**config.mk**
```make
export PLATFORM = sky130hd
export DESIGN_NAME = cpu_monitor
export DESIGN_NICKNAME = d
export VERILOG_FILES = /design/src/rtl/cpu_monitor_pkg.sv /design/src/rtl/evt_counter.sv /design/src/rtl/cpu_monitor.sv
export SDC_FILE = /design/constraint.sdc
export NUM_CORES = 1
export LEC_CHECK = 0
export CAP_MARGIN = 20
export CORE_MARGIN = 3
export CORE_UTILIZATION = 30
export CTS_CLUSTER_SIZE = 28
export DETAILED_ROUTE_END_ITERATION = 7
export PLACE_DENSITY = 0.54
export SYNTH_ARGS = -nofsm -noshare
export SYNTH_HDL_FRONTEND = slang
export SYNTH_SLANG_ARGS = --single-unit
```
**constraint.sdc**
```tcl
create_clock -name clk -period 11.7 [get_ports clk]
set_input_delay 2.925 -clock clk [delete_from_list [all_inputs] [get_ports clk]]
set_output_delay 2.925 -clock clk [all_outputs]
set_load 0.02 [all_outputs]
```
**src/rtl/cpu_monitor_pkg.sv**
```systemverilog
// Shared definitions for the CPU run-control / performance-monitor unit.
package cpu_monitor_pkg;

  typedef enum logic [1:0] {
    RUN     = 2'd0,
    HALT    = 2'd1,
    RELEASE = 2'd2
  } state_t;

  localparam int DEF_PRINT_CODE = 34;
  localparam int DISP_PRINT     = 0;

endpackage

```
**src/rtl/evt_counter.sv**
```systemverilog
// Single event counter with wrap or saturate behaviour and a sticky overflow flag.
module evt_counter
  import cpu_monitor_pkg::*;
#(
  parameter int CNT_W    = 32,
  parameter bit SAT_MODE = 1'b0
) (
  input  logic             clk,
  input  logic             rst,
  input  logic             inc,
  input  logic             clr,
  output logic [CNT_W-1:0] count,
  output logic             ovf
);

  logic at_max;

  assign at_max = &count;

  // clr wins over a same-cycle increment; at all-ones SAT_MODE picks hold vs wrap.
  always_ff @(posedge clk or posedge rst) begin
    if (rst) begin
      count <= '0;
      ovf   <= 1'b0;
    end else if (clr) begin
      count <= '0;
      ovf   <= 1'b0;
    end else if (inc) begin
      if (at_max) begin
        ovf <= 1'b1;
        if (!SAT_MODE) count <= '0;
      end else begin
        count <= count + CNT_W'(1);
      end
    end
  end

endmodule

```
**src/rtl/cpu_monitor.sv**
```systemverilog
// Run-control (syscall halt / go resume / print capture), event counters
// and registered display word for the MIPS cores.
module cpu_monitor
  import cpu_monitor_pkg::*;
#(
  parameter int CNT_W      = 32,
  parameter int N_EVT      = 4,
  parameter int SEL_W      = 3,
  parameter bit SAT_MODE   = 1'b0,
  parameter int PRINT_CODE = DEF_PRINT_CODE
) (
  input  logic                   clk,
  input  logic                   rst,
  input  logic                   step_en,
  input  logic                   syscall,
  input  logic [31:0]            v0_data,
  input  logic [31:0]            a0_data,
  input  logic                   go,
  input  logic [N_EVT-1:0]       evt,
  input  logic                   clr_cnt,
  input  logic [SEL_W-1:0]       disp_sel,
  output logic                   pc_en,
  output logic                   halted,
  output logic [31:0]            print_data,
  output logic                   print_valid,
  output logic [N_EVT*CNT_W-1:0] cnt_flat,
  output logic [N_EVT-1:0]       ovf,
  output logic [31:0]            disp_data
);

  state_t state, state_next;
  logic   go_meta, go_sync, go_prev, go_rise;
  logic   is_print, halt_req, print_fire;
  logic [31:0] disp_next;

  // go is asynchronous: two-flop synchroniser, then a rising-edge detector
  always_ff @(posedge clk or posedge rst) begin
    if (rst) begin
      go_meta <= 1'b0;
      go_sync <= 1'b0;
      go_prev <= 1'b0;
    end else begin
      go_meta <= go;
      go_sync <= go_meta;
      go_prev <= go_sync;
    end
  end

  assign go_rise  = go_sync & ~go_prev;
  assign is_print = syscall & (v0_data == 32'(PRINT_CODE));
  assign halt_req = syscall & ~is_print;

  always_ff @(posedge clk or posedge rst) begin
    if (rst) state <= RUN;
    else     state <= state_next;
  end

  // go_rise only matters in HALT, so edges seen in RUN/RELEASE are simply dropped
  always_comb begin
    state_next = state;
    case (state)
      RUN:     if (step_en && halt_req) state_next = HALT;
      HALT:    if (go_rise)             state_next = RELEASE;
      RELEASE: if (step_en)             state_next = RUN;
      default:                          state_next = RUN;
    endcase
  end

  always_comb begin
    pc_en      = 1'b0;
    halted     = 1'b0;
    print_fire = 1'b0;
    case (state)
      RUN: begin
        pc_en      = step_en & ~halt_req;
        print_fire = step_en & is_print;
      end
      HALT:    halted = 1'b1;
      RELEASE: pc_en  = step_en;
      default: pc_en  = 1'b0;
    endcase
  end

  always_ff @(posedge clk or posedge rst) begin
    if (rst) begin
      print_data  <= '0;
      print_valid <= 1'b0;
    end else begin
      print_valid <= print_fire;
      if (print_fire) print_data <= a0_data;
    end
  end

  for (genvar k = 0; k < N_EVT; k++) begin : g_cnt
    evt_counter #(
      .CNT_W    (CNT_W),
      .SAT_MODE (SAT_MODE)
    ) u_cnt (
      .clk   (clk),
      .rst   (rst),
      .inc   (step_en & evt[k]),
      .clr   (clr_cnt),
      .count (cnt_flat[k*CNT_W +: CNT_W]),
      .ovf   (ovf[k])
    );
  end

  // select 0 shows the print word, 1..N_EVT a zero-extended counter, anything else 0
  always_comb begin
    disp_next = '0;
    if (disp_sel == SEL_W'(DISP_PRINT)) begin
      disp_next = print_data;
    end else begin
      for (int k = 0; k < N_EVT; k++) begin
        if (disp_sel == SEL_W'(k + 1)) disp_next[CNT_W-1:0] = cnt_flat[k*CNT_W +: CNT_W];
      end
    end
  end

  always_ff @(posedge clk or posedge rst) begin
    if (rst) disp_data <= '0;
    else     disp_data <= disp_next;
  end

endmodule

```
==> impl_metrics.toml <==
[status]
status = "finished clean"

[power]
p_leak_nw = 5.82
p_sw_share_pct = 23.8
p_seq_share_pct = 46.8
combPwrFrac_pct = 7.3
p_int_mw = 1.16
pwr-share-clk_pct = 45.9
irDropWorstVdd_mv = 0.0903
total_power_mw = 1.52
p_switching_uw = 362
cellPowerDensity_nw_per_um2 = 106

[synth]
synth_edf_count = 0
synth_cells = 1045
yosysTopAreaCell = "dfrtp_1"
ys_types = 51
syn_area_um2 = 10400
yosys_warnings = 0
ys_seq_elements = 202
async_reset_ff_share_pct = 100
yosysSeqAreaShare_pct = 48.5
synth_top_flop_cell = "dfrtp_1"
syn_nets = 1126
synth_top_area_share_pct = 48.5
synthTopCellsByArea = "dfrtp_1 (49%), xor2_1 (6.3%), nor2_1 (5.3%)"
syn_area_per_cell_um2 = 9.97

[cts]
numCtsBuffers = 25
cts_tree = "yes"
cts-root-buf = "clkbuf_16"
holdBufCountCts = 0
clock_latency_ps = 520
clk_pin_slew_ps = 50
cts.sinks = 202
cts_resized = 0
post_cts_buffers = 0
max-clock-path-buffers = 3
htreeDepth = 1

[setup_path]
worstPathRequired_ps = 8780
cp_data_arrival_time_ps = 5090
crit_top_cell = "clkdlybuf4s50_1"
worst_setup_path_end_kind = "primary output"
worstPathMaxFanout = 3
criticalPathCategory = "in2out"
start_kind = "input pin"
worst_path_max_delay_cell = "clkdlybuf4s50_1"
path_cells = "clkdlybuf4s50_1, nor4b_1, nand4_1, or2_2, a31oi_1, clkdlybuf4s50_1"
cpPeakStageDelay_ps = 640

[floorplan]
start_util_pct = 30.7
die_area_um2 = 37000
die_height_um = 192
io_pins = 276
rows = 67
die_w_um = 192
core-area_um2 = 33900

[finish]
multi_input_area_um2 = 4940
instances_no_fill = 1772
syn_to_final_growth_pct = 37.9
antennaDiodeCount = 0
final_util_pct = 42.4
drive_above_1_share_pct = 9.44
finish.instance_area_um2 = 14400
fill_cells = 3377
nets = 1394
seqCellArea_um2 = 5050

[sta]
setup_viol = 0
fin_crit_sh_pct = 68.5
relSlewSlack_pct = 27.7
skew_ps = 11.5
period_needed_ps = 8020
max_freq_ghz = 0.125
worst_pin_slew_ps = 1070
slew_viol_final = 0
hold_viol = 0
grt_setup_unrepaired = "false"
tns_ps = 0

[routing]
detail_route.first_pass.iterations = 5
drt_iter0_markers = 586
wire_per_inst_um = 20.7
vias_per_cell = 5.10
wl_mm = 36.6
dr_total_vias = 9037
antenna_left = 0
drc = 0

[place]
numPortBuffers = 275
dp_cells = 1733
place.gp.congestion = 0.833
place_hpwl_mm = 27.3
place_area_um2 = 13700

[worst_hold_path]
hp-class = "reg2reg"

[global_route]
grt_max_degree = 128
grt.overflow.total = 0
grt_pass1_wl_mm = 54.7
antenna_found_initial = 0
grt_pass1_vias = 8809
track_usage_pct = 19.3

[run]
maxCapViolCount = 0
==> cell usage in the layout, fill, tap and decap left out, types with 12 or more instances in the layout <==
cell             instances
a21oi_1                 35
and3_1                  18
and4_1                  12
buf_4                   15
clkbuf_16               25
clkdlybuf4s50_1        273
dfrtp_1                202
inv_1                   51
mux2_2                  35
mux4_2                  24
nand2_1                 63
nand3_1                 75
nand4_1                 60
nor2_1                 147
nor3_1                  19
nor4_1                  21
o21ai_0                 41
xnor2_1                 32
xor2_1                  75
==> logic make-up (layout without fill, tap and decap cells) <==
family / after synthesis / after routing / synth area share, %
XOR/XNOR: 107 / 107 / 9.00
adder cells (fa/ha/maj): 4 / 4 / 0.481
flip-flops: 202 / 202 / 48.5
AO/OA/AOI/OAI: 100 / 100 / 5.76
AND/OR/NAND/NOR: 461 / 461 / 22.3
buffers and inverters: 104 / 383 / 4.16
multiplexers: 67 / 67 / 9.74
==> metrics by stage <==
stage / setup WS, ps / hold WS (ps)
after CTS: 3730 / 354
after detailed placement: 3740 / 341
final: 3680 / 350
after global routing: 3610 / 356
after floorplan: 3260 / 331
after global placement: 3830 / 338
==> state kept, by name (all words and copies together), names as in the netlist <==
name,count
go_sync,1
go_meta,1
print_valid,1
g_cnt.u_cnt.ovf,4
state,2
disp_data,32
go_prev,1
print_data,32
g_cnt.u_cnt.count,128
==> power by group through the flow <==
| stage | Sequential, mW | Clock [mW] | Combinational, mW |
|---|---|---|---|
| floorplan | 0.726 | 0 | 0.0509 |
| global placement | 0.724 | 0 | 0.112 |
| detailed placement | 0.723 | 0 | 0.113 |
| CTS | 0.711 | 0.718 | 0.114 |
| global route | 0.712 | 0.746 | 0.121 |
| finish | 0.711 | 0.697 | 0.111 |
==> metal layers <==
metal / share of wire, % / GRT usage (%) / routed length (um) / up-vias
li1: - / - / - / 4219
met1: 46 / 27.8 / 16700 / 4498
met2: 46 / 30.6 / 16900 / 284
met3: 6.8 / 3.87 / 2480 / 36
met4: 1.5 / 3.31 / 533 / 0
met5: 0 / 0 / 0 / -
==> area by class of cell <==
type,instances,share of cell area (%)
clock inverters,1,0.0348
repair buffers,293,20.2
multi-input cells,739,34.4
flip-flops and latches,202,35.2
inverters,52,1.41
clock buffers,37,4.88
well taps,448,3.90
==> worst paths after layout <==
| path | start | cells after the start | slack, ps | to |
|---|---|---|---|---|
| min in group asynchronous | rst | 2 | 2990 | disp_data[28]$_DFF_PP0_ |
| min | go_meta$_DFF_PP0_ | 0 | 350 | go_sync$_DFF_PP0_ |
| max | v0_data[2] | 6 | 3680 | pc_en |
| max in group asynchronous | rst | 3 | 7170 | disp_data[10]$_DFF_PP0_ |
| max reg2reg | g_cnt[1].u_cnt.count[5]$_DFFE_PP0P_ | 5 | 8710 | g_cnt[1].u_cnt.count[11]$_DFFE_PP0P_ |
| min reg2reg | go_meta$_DFF_PP0_ | 0 | 350 | go_sync$_DFF_PP0_ |
==> worst max-delay path, delay by kind of cell <==
kind	cells	cell delay, ps
AO/OA/AOI/OAI	1	190
buffers and inverters	2	1050
AND/OR/NAND/NOR	3	930
==> cell usage after synthesis (19+ instances only) <==
cell type,number
dfrtp_1,202
nor2_1,148
nand3_1,75
xor2_1,75
nand2_1,63
nand4_1,60
inv_1,52
o21ai_0,41
a21oi_1,35
mux2_2,35
xnor2_1,32
clkbuf_1,29
mux4_2,24
nor4_1,21
nor3_1,19
Note: power is estimated with default switching activity, not from simulation.
